$ cat src/rtl/fetch_unit.sv
// Fetch stage: walks the PC, requests words from a combinational instruction memory,
// and queues {pc, instr} pairs toward decode. A sticky fault parks the stage until reset.
module fetch_unit #(
    parameter logic [31:0] RESET_PC   = 32'h0000_0000,
    parameter int          IMEM_WORDS = 1024,
    parameter int          BUF_DEPTH  = 2
) (
    input  logic        clk,
    input  logic        reset,
    output logic        instr_mem_req_o,
    output logic [31:0] instr_mem_addr_o,
    input  logic [31:0] instr_mem_data_i,
    input  logic        redirect_valid_i,
    input  logic [31:0] redirect_pc_i,
    output logic        fetch_valid_o,
    output logic [31:0] fetch_instr_o,
    output logic [31:0] fetch_pc_o,
    input  logic        fetch_ready_i,
    output logic        fault_o
);
    localparam int          PW    = (BUF_DEPTH > 1) ? $clog2(BUF_DEPTH) : 1;
    localparam int          CW    = $clog2(BUF_DEPTH + 1);
    localparam logic [32:0] LIMIT = 33'(IMEM_WORDS) * 33'd4;

    typedef enum logic [1:0] {
        S_RUN   = 2'd0,
        S_FAULT = 2'd1
    } state_t;

    state_t        r_state, w_state_nxt;
    logic [31:0]   r_pc;
    logic [31:0]   r_buf_pc    [BUF_DEPTH];
    logic [31:0]   r_buf_instr [BUF_DEPTH];
    logic [PW-1:0] r_head, r_tail;
    logic [CW-1:0] r_count;

    logic w_legal, w_space, w_req, w_pop, w_redirect;

    function automatic logic [PW-1:0] ptr_inc(input logic [PW-1:0] p);
        return (p == PW'(BUF_DEPTH - 1)) ? '0 : p + 1'b1;
    endfunction

    // 33-bit compare so a PC just past the top of memory is caught even at full address range
    assign w_legal    = (r_pc[1:0] == 2'b00) && ({1'b0, r_pc} < LIMIT);
    assign w_space    = (r_count < CW'(BUF_DEPTH));
    assign w_redirect = redirect_valid_i && (r_state == S_RUN);
    assign w_pop      = fetch_valid_o && fetch_ready_i;

    always_comb begin
        w_state_nxt = r_state;
        w_req       = 1'b0;
        case (r_state)
            S_RUN: begin
                if (!redirect_valid_i && w_space) begin
                    if (w_legal) w_req = !reset;
                    else         w_state_nxt = S_FAULT;
                end
            end
            S_FAULT: w_state_nxt = S_FAULT;
            default: w_state_nxt = S_RUN;
        endcase
    end

    always_ff @(posedge clk) begin
        if (reset) begin
            r_state <= S_RUN;
            r_pc    <= RESET_PC;
            r_head  <= '0;
            r_tail  <= '0;
            r_count <= '0;
        end else begin
            r_state <= w_state_nxt;
            if (w_redirect) begin
                // flush wins over any same-cycle push or pop
                r_pc    <= redirect_pc_i;
                r_head  <= '0;
                r_tail  <= '0;
                r_count <= '0;
            end else begin
                if (w_req) begin
                    r_tail <= ptr_inc(r_tail);
                    r_pc   <= r_pc + 32'd4;
                end
                if (w_pop) r_head <= ptr_inc(r_head);
                r_count <= r_count + CW'(w_req) - CW'(w_pop);
            end
        end
    end

    always_ff @(posedge clk) begin
        if (w_req && !w_redirect) begin
            r_buf_pc[r_tail]    <= r_pc;
            r_buf_instr[r_tail] <= instr_mem_data_i;
        end
    end

    assign instr_mem_req_o  = w_req;
    assign instr_mem_addr_o = r_pc;
    assign fetch_valid_o    = (r_count != '0);
    assign fetch_pc_o       = fetch_valid_o ? r_buf_pc[r_head]    : 32'd0;
    assign fetch_instr_o    = fetch_valid_o ? r_buf_instr[r_head] : 32'd0;
    assign fault_o          = (r_state == S_FAULT);
endmodule

$ cat config.mk
export PLATFORM = sky130hd
export DESIGN_NAME = fetch_unit
export DESIGN_NICKNAME = d
export VERILOG_FILES = /design/src/rtl/fetch_unit.sv
export SDC_FILE = /design/constraint.sdc
export NUM_CORES = 1
export LEC_CHECK = 0
export ABC_CLOCK_PERIOD_IN_PS = 3800
export CAP_MARGIN = 10
export CORE_MARGIN = 2
export CORE_UTILIZATION = 40
export CTS_CLUSTER_DIAMETER = 40
export CTS_CLUSTER_SIZE = 24
export DETAILED_ROUTE_END_ITERATION = 6
export PLACE_DENSITY = 0.67
export RECOVER_POWER = 100
export SLEW_MARGIN = 10
export SYNTH_ARGS = -nofsm -noshare
export SYNTH_HDL_FRONTEND = slang
export SYNTH_SLANG_ARGS = --single-unit
$ cat constraint.sdc
create_clock -name clk -period 3.8 [get_ports clk]
set_clock_uncertainty 0.2 [all_clocks]
set_input_delay 0.57 -clock clk [delete_from_list [all_inputs] [get_ports clk]]
set_output_delay 0.57 -clock clk [all_outputs]
set_load 0.01 [all_outputs]
==> results of run 1 <==
-- routing by layer --
layer	routed length (um)	up-vias
met4	258	0
met2	7320	166
met3	976	24
met1	7130	2156
li1	-	2196
met5	0	-
-- final timing paths --
check                             from                  to  slack, ns  cells after the start
hold reg to reg                 r_tail              r_tail       0.29                      2
setup / recovery            r_count[1]    fetch_instr_o[9]       0.31                      4
hold / removal                  r_tail              r_tail       0.29                      2
setup reg to reg  instr_mem_addr_o[26]  r_buf_instr[0][21]       0.55                      5
-- power by group --
group | internal [mW] | switching [mW]
clock | 0.933 | 0.669
combinational | 0.146 | 0.146
sequential | 1.99 | 0.0461
-- state kept, by name, indices dropped and copies added, names as in the netlist, named ones only --
register and cells:
r_state 1, r_head 1, r_buf_pc 64, r_count 2, r_buf_instr 64, r_tail 1
instr_mem_addr_o 32
-- layout by cell type, fill, tap and decap left out, types with 4 or more instances in the layout --
| cell type | n |
|---|---|
| nand3b_1 | 5 |
| nand2_1 | 48 |
| clkinv_2 | 5 |
| clkbuf_16 | 17 |
| inv_1 | 5 |
| nand3_1 | 4 |
| o311ai_0 | 5 |
| dfxtp_1 | 37 |
| a31oi_1 | 4 |
| clkdlybuf4s50_1 | 65 |
| dlygate4sd3_1 | 100 |
| o21ai_0 | 5 |
| nor2_1 | 77 |
| nand2b_1 | 10 |
| clkinv_4 | 4 |
| edfxtp_1 | 128 |
| a21oi_1 | 24 |
| nor4_1 | 5 |
| mux2i_1 | 64 |
| o211ai_1 | 9 |
| or4_1 | 8 |
-- cell families (layout without fill, tap and decap cells) --
family / count (synthesis) / count (layout)
adders and majority gates: 3 / 3
xor gates and xnor gates: 3 / 3
and+or+nand+nor: 184 / 184
DFF: 166 / 166
buffers and inverters: 35 / 212
AOI/OAI and AO/OA: 53 / 53
muxes: 64 / 64
-- final cells by class --
cell class | count | share of cell area
Clock inverter | 12 | 0.0115
Multi-Input combinational cell | 307 | 0.214
Tap cell | 220 | 0.0300
Sequential cell | 166 | 0.503
Clock buffer | 20 | 0.0498
Timing Repair Buffer | 175 | 0.190
Inverter | 5 | 0.00205
-- critical path, delay by kind of cell, from the launching register on --
kind / cells / cell delay, ns
DFF: 1 / 0.40
and+or+nand+nor: 2 / 0.24
buffers and inverters: 2 / 1.60
-- through the flow --
step	cells	hold slack (ns)	util	area (um2)
3_5_place_dp	873	0.285	0.523	8620
2_1_floorplan	508	0.258	-	6710
5_1_grt	905	0.309	0.556	9160
6_report	905	0.289	0.556	9160
3_3_place_gp	873	0.282	0.523	8620
4_1_cts	905	0.294	0.558	9180
==> flow_summary.json, run 1 <==
{
  "outcome": "finished, final reports clean",
  "core-area_um2": 16500,
  "top_usage_layer": "met2",
  "ys_ff_latch": 166,
  "cp.required_ns": 3.03,
  "async_flop_share": 0,
  "die_area_um2": 17800,
  "fin_setup_tns_ns": 0,
  "critPathKind": "flip-flop to output port",
  "antenna_found_initial": 0,
  "pre_cts_ws_ns": 0.691,
  "syn_nets": 579,
  "slew_violations": 0,
  "finalSetupViolCount": 0,
  "vias_per_cell": 5.02,
  "synth_top_cell_by_area": "edfxtp_1",
  "initial_core_util": 0.408,
  "n_antenna_cell": 0,
  "grt_max_degree": 65,
  "slew_headroom": 0.148,
  "hold_viol_final": 0,
  "hp-class": "flip-flop to flip-flop",
  "max_freq_mhz": 287,
  "yosysSeqAreaShare": 0.686,
  "dieWidth_um": 134,
  "fin_crit_ns": 3.49,
  "yosys.cell_count.top_type": "edfxtp_1",
  "io_buffers": 166,
  "synth-edff-count": 128,
  "post_cts_buffers": 0,
  "cts_tree": "done",
  "syn2layout_area_growth_pct": 36.5,
  "cp-start-kind": "flip-flop",
  "syn_inst": 508,
  "powerDensity_nw_per_um2": 429,
  "cpPeakStageDelay_ns": 0.95,
  "cts_hold_buf": 0,
  "cpMaxStageDelayCell": "buf_2",
  "gr-total-overflow": 0,
  "netlist.area_leader.share": 0.572,
  "wl_per_cell_um": 17.3,
  "via_count": 4542,
  "rsz0062_at_grt": "no",
  "drtIter0Drc": 335,
  "dr.pass1.iters": 6,
  "synth_top_family_by_area": "simple AND/OR/NAND/NOR gates",
  "ys_top_cells_by_count": "edfxtp_1, nor2_1, mux2i_1, nand2_1, dfxtp_1",
  "layout.area.seq_um2": 4610,
  "clock_sinks": 166,
  "cts_root_buffer": "clkbuf_16",
  "drive_gt1_frac": 0.0730,
  "min_period_over_period": 0.918,
  "die_y_um": 134,
  "dp.final_hpwl_mm": 10.4,
  "antenna_left": 0,
  "grt_util_all_layers": 0.179,
  "synth_mux_area_frac": 0.0954,
  "grt_use_met3": 0.0449,
  "nFillCells": 1386,
  "yosysWarnings": 0,
  "synth.area.top_cells": "edfxtp_1, dfxtp_1, mux2i_1, nor2_1, nand2_1",
  "cts.htree.levels": 4,
  "p_total_mw": 3.93,
  "cap_violations": 0,
  "met1_usage": 0.240,
  "end_kind": "output port",
  "clk_pin_slew_worst_paths_ns": 0.07,
  "fin_nets": 743,
  "synth.avg_cell_area_um2": 13.2,
  "ir_drop_mv": 0.316,
  "cts_resized": 0,
  "yosys.area_share.adder": 0.00559,
  "ioPinCount": 167,
  "synthSimpleGateAreaFrac": 0.136,
  "multi_input_area_um2": 1960,
  "synthesis.area_um2": 6710,
  "synthDistinctLibCells": 40,
  "clockBufferDepth": 2,
  "crit_chain": "nor2_4 > buf_2 > nor2_1 > dlygate4sd3_1",
  "p_leak_nw": 3.17,
  "wirelength_mm": 15.7,
  "worst_pin_slew_ns": 1.27,
  "clk_latency_ns": 0.42,
  "drc_errors": 0,
  "arrival_ns": 2.72,
  "grt_use_met2": 0.284,
  "path_max_fanout": 64,
  "first_global_vias": 4532,
  "grt_pass1_wl_mm": 24.6,
  "numCtsBuffers": 17,
  "synth_xor_area_frac": 0.00391,
  "synth_compound_area_frac": 0.0496,
  "synth-main-ff-cell": "edfxtp_1",
  "worst_slack_ns": 0.310,
  "place_congestion": 0.820,
  "fp-row-count": 47
}
(Power assumes the default switching activity.)
==> run 2: changes to the inputs <==
--- a/config.mk
+++ b/config.mk
@@ -8,11 +8,11 @@
 export ABC_CLOCK_PERIOD_IN_PS = 3800
 export CAP_MARGIN = 10
 export CORE_MARGIN = 2
-export CORE_UTILIZATION = 40
+export CORE_UTILIZATION = 39
 export CTS_CLUSTER_DIAMETER = 40
 export CTS_CLUSTER_SIZE = 24
 export DETAILED_ROUTE_END_ITERATION = 6
-export PLACE_DENSITY = 0.67
+export PLACE_DENSITY = 0.66
 export RECOVER_POWER = 100
 export SLEW_MARGIN = 10
 export SYNTH_ARGS = -nofsm -noshare
==> run 2 against run 1 <==
Largest cell class unchanged. Clock-buffer cell count up 7. Critical path depth unchanged. Sequential power about the same. Utilization shrank 1.1 points.
==> flow_summary.json, run 2 (synthesis gave the netlist of run 1 again) <==
{
  "initial_core_util": 0.402,
  "dieWidth_um": 135,
  "fin_setup_tns_ns": 0,
  "die_y_um": 135,
  "max_freq_mhz": 284,
  "dp.final_hpwl_mm": 10.4,
  "post_cts_buffers": 0,
  "core-area_um2": 16700,
  "syn2layout_area_growth_pct": 35.7,
  "clockBufferDepth": 2,
  "antenna_left": 0,
  "worst_pin_slew_ns": 1.15,
  "final_core_util": 0.545,
  "place_congestion": 0.807,
  "finalNonFillerCells": 905,
  "cp-start-kind": "flip-flop",
  "min_period_over_period": 0.927,
  "die_area_um2": 18300,
  "cp.required_ns": 3.03,
  "slew_violations": 0,
  "arrival_ns": 2.75,
  "slew_headroom": 0.235,
  "wl_per_cell_um": 17.2,
  "antenna_found_initial": 0,
  "clk_latency_ns": 0.41,
  "place_inst": 873,
  "end_kind": "output port",
  "drc_errors": 0,
  "cts_resized": 0,
  "drive_gt1_frac": 0.0584,
  "rsz0062_at_grt": "no",
  "cap_violations": 0,
  "n_antenna_cell": 0,
  "hold_viol_final": 0,
  "fin_nets": 743,
  "outcome": "finished, final reports clean",
  "ir_drop_mv": 0.321,
  "hp-class": "flip-flop to flip-flop",
  "first_global_vias": 4539,
  "gr-total-overflow": 0,
  "whs_ns": 0.295,
  "ioPinCount": 167,
  "numCtsBuffers": 17,
  "cts_hold_buf": 0,
  "finalSetupViolCount": 0,
  "cts_root_buffer": "clkbuf_16",
  "grt_util_all_layers": 0.171,
  "dr.pass1.iters": 5,
  "io_buffers": 166,
  "via_count": 4582,
  "grt_pass1_wl_mm": 23.9,
  "final_common_cell": "edfxtp_1",
  "drtIter0Drc": 235,
  "mostFrequentLayoutCells": "edfxtp_1, dlygate4sd3_1, nor2_1",
  "clock_sinks": 166,
  "clk_pin_slew_worst_paths_ns": 0.06,
  "wirelength_mm": 15.6,
  "critPathKind": "flip-flop to output port",
  "powerDensity_nw_per_um2": 416,
  "p_leak_nw": 3.18,
  "path_max_fanout": 33,
  "cts.htree.levels": 4,
  "cts_tree": "done",
  "grt_max_degree": 65,
  "fin_crit_ns": 3.52,
  "vias_per_cell": 5.06,
  "fp-row-count": 47
}
[run 2: layer usage]
layer  part of all wire  GRT usage  vias to the layer above  wire [um]
li1                   -          -                     2199          -
met2               0.47      0.281                      169       7340
met4              0.016     0.0666                        0        244
met3              0.061     0.0404                       18        953
met5                  0          0                        -          0
met1               0.45      0.222                     2196       7040
[run 2: path summary, 6_finish.rpt]
path / start / depth (start not counted) / slack [ns] / endpoint
max: flip-flop / 4 / 0.28 / fetch_instr_o[17]
min: instr_mem_addr_o[24] / 2 / 0.29 / instr_mem_addr_o[24]
max reg2reg: instr_mem_addr_o[20] / 5 / 0.47 / r_buf_pc[0][3]
min reg2reg: instr_mem_addr_o[24] / 2 / 0.29 / instr_mem_addr_o[24]
[run 2: report_power, final]
group          total (mW)  switching, mW  internal, mW  leakage [nW]
Combinational       0.290          0.144         0.146          1.46
Sequential           2.04         0.0458          1.99          1.47
Clock                1.46          0.610         0.849         0.247
[run 2: critical path, cell delays in order (launching register included)]
cell and delay (ns):
dfxtp_2 1.05, buf_12 0.34, mux2i_1 0.24, nor2_1 0.07
dlygate4sd3_1 0.61
[run 2: layout make-up]
cell class              count  area [um2]
fillers                  1423        7590
clock inverters             5        28.8
repair buffers            175        1750
multi-input cells         307        1950
clock buffers              27         473
well taps                 220         275
flip-flops and latches    166        4610
inverters                   5        18.8
[run 2: stage by stage]
step,power [mW],area [um2],setup slack (ns)
6_report,3.79,9110,0.277
5_1_grt,3.92,9110,0.157
4_1_cts,3.85,9150,0.446
3_5_place_dp,2.39,8640,0.711
3_3_place_gp,2.38,8640,0.711
2_1_floorplan,2.19,6710,0.528
==> run 3: changes to the inputs <==
--- a/config.mk
+++ b/config.mk
@@ -7,12 +7,14 @@
 export LEC_CHECK = 0
 export ABC_CLOCK_PERIOD_IN_PS = 3800
 export CAP_MARGIN = 10
+export CELL_PAD_IN_SITES_DETAIL_PLACEMENT = 1
+export CELL_PAD_IN_SITES_GLOBAL_PLACEMENT = 1
 export CORE_MARGIN = 2
 export CORE_UTILIZATION = 39
 export CTS_CLUSTER_DIAMETER = 40
 export CTS_CLUSTER_SIZE = 24
 export DETAILED_ROUTE_END_ITERATION = 6
-export PLACE_DENSITY = 0.66
+export PLACE_DENSITY_LB_ADDON = 0.1
 export RECOVER_POWER = 100
 export SLEW_MARGIN = 10
 export SYNTH_ARGS = -nofsm -noshare
==> run 3 against run 2 <==
Combinational power increased by 3%. Worst hold slack improved by 0.0033 ns. Sequential share of layout area decreased by 0.26 points. Largest cell class unchanged. Highest routed layer unchanged.
==> flow_summary.json, run 3 (synthesis gave the netlist of run 1 again) <==
{
  "grt_pass1_wl_mm": 26.9,
  "slew_violations": 0,
  "fp-row-count": 47,
  "hold_viol_final": 0,
  "ioPinCount": 167,
  "worst_slack_ns": 0.304,
  "max_freq_mhz": 286,
  "drc_errors": 0,
  "fin_crit_ns": 3.50,
  "powerDensity_nw_per_um2": 430,
  "cp.required_ns": 3.03,
  "dr.pass1.iters": 4,
  "die_area_um2": 18300,
  "cpPeakStageDelay_ns": 0.70,
  "wl_per_cell_um": 19.2,
  "cts_resized": 0,
  "grt_max_degree": 54,
  "cpMaxStageDelayCell": "nor2_4",
  "p_leak_nw": 3.14,
  "slew_headroom": 0.158,
  "dieWidth_um": 135,
  "numCtsBuffers": 17,
  "clk_latency_ns": 0.42,
  "wirelength_mm": 17.5,
  "antenna_found_initial": 0,
  "mostFrequentLayoutCells": "edfxtp_1, dlygate4sd3_1, nor2_1",
  "end_kind": "output port",
  "syn2layout_area_growth_pct": 36.5,
  "core-area_um2": 16700,
  "die_y_um": 135,
  "clk_pin_slew_worst_paths_ns": 0.07,
  "io_buffers": 166,
  "drive_gt1_frac": 0.0710,
  "gr-total-overflow": 0,
  "arrival_ns": 2.73,
  "grt_util_all_layers": 0.196,
  "whs_ns": 0.298,
  "outcome": "finished, final reports clean",
  "ir_drop_mv": 0.351,
  "critPathKind": "flip-flop to output port",
  "place_congestion": 0.751,
  "path_max_fanout": 30,
  "dp.final_hpwl_mm": 12.0,
  "worst_pin_slew_ns": 1.26,
  "cp-start-kind": "flip-flop",
  "min_period_over_period": 0.920,
  "final_common_cell": "edfxtp_1",
  "cts_hold_buf": 0,
  "cap_violations": 0,
  "p_total_mw": 3.94,
  "nFillCells": 1724,
  "vias_per_cell": 5.06,
  "pre_cts_ws_ns": 0.647,
  "rsz0062_at_grt": "no",
  "initial_core_util": 0.402,
  "first_global_vias": 4915,
  "drtIter0Drc": 222,
  "fin_setup_tns_ns": 0,
  "via_count": 4612,
  "finalSetupViolCount": 0,
  "cts.htree.levels": 4,
  "antenna_left": 0,
  "clockBufferDepth": 2,
  "clock_sinks": 166,
  "post_cts_buffers": 0,
  "fin_nets": 748,
  "crit_chain": "nor2_4 > clkbuf_1 > nor2_1 > dlygate4sd3_1",
  "hp-class": "flip-flop to flip-flop",
  "cts_tree": "done",
  "cts_root_buffer": "clkbuf_16"
}
run 3: cell count changes in the layout (fill, tap and decap cells not counted), sizes merged:
cell,change
bufinv,+1
dlygate4sd3,-11
clkbuf,-3
inv,+4
diode,+1
clkinv,-2
buf,-2
clkinvlp,+7
clkdlybuf4s50,+11
run 3: power by group:
| part | internal, mW | switching, mW |
|---|---|---|
| registers | 1.99 | 0.0462 |
| clock network | 0.901 | 0.709 |
| logic | 0.146 | 0.151 |
| total | 3.04 | 0.907 |
run 3: critical path: cells and delay by family (launching register included):
kind | cells | cell delay, ns
buffers and inverters | 2 | 1.10
AND/OR/NAND/NOR | 2 | 0.79
flip-flops | 1 | 0.40
run 3: worst paths after layout:
check / start / endpoint / slack, ns / cells past startpoint
max: r_count[1] / fetch_pc_o[5] / 0.30 / 4
min: r_tail / r_tail / 0.30 / 2
min reg2reg: r_tail / r_tail / 0.30 / 2
max reg2reg: r_state[0] / r_buf_instr[1][17] / 0.42 / 4
run 3: final cells by class:
| cell class | instances | area [um2] | share of cell area |
|---|---|---|---|
| timing repair buffer | 180 | 1740 | 0.190 |
| antenna | 1 | 2.50 | 0.000273 |
| clock inverter | 15 | 130 | 0.0142 |
| inverter | 5 | 18.8 | 0.00205 |
| clock buffer | 17 | 425 | 0.0464 |
| tap | 220 | 275 | 0.0300 |
| multi-input combinational | 307 | 1960 | 0.214 |
| sequential | 166 | 4610 | 0.503 |
run 3: stage by stage:
stage	area, um2	util	cells
global route	9160	0.548	910
CTS	9210	0.552	910
global placement	8660	0.518	878
detailed placement	8660	0.518	878
floorplan	6710	-	508
finish	9160	0.549	911
run 3: per-layer routing:
metal / global-route usage / part of all wire
met5: 0 / 0
met2: 0.340 / 0.51
met3: 0.0565 / 0.050
met1: 0.241 / 0.43
met4: 0.0521 / 0.0079
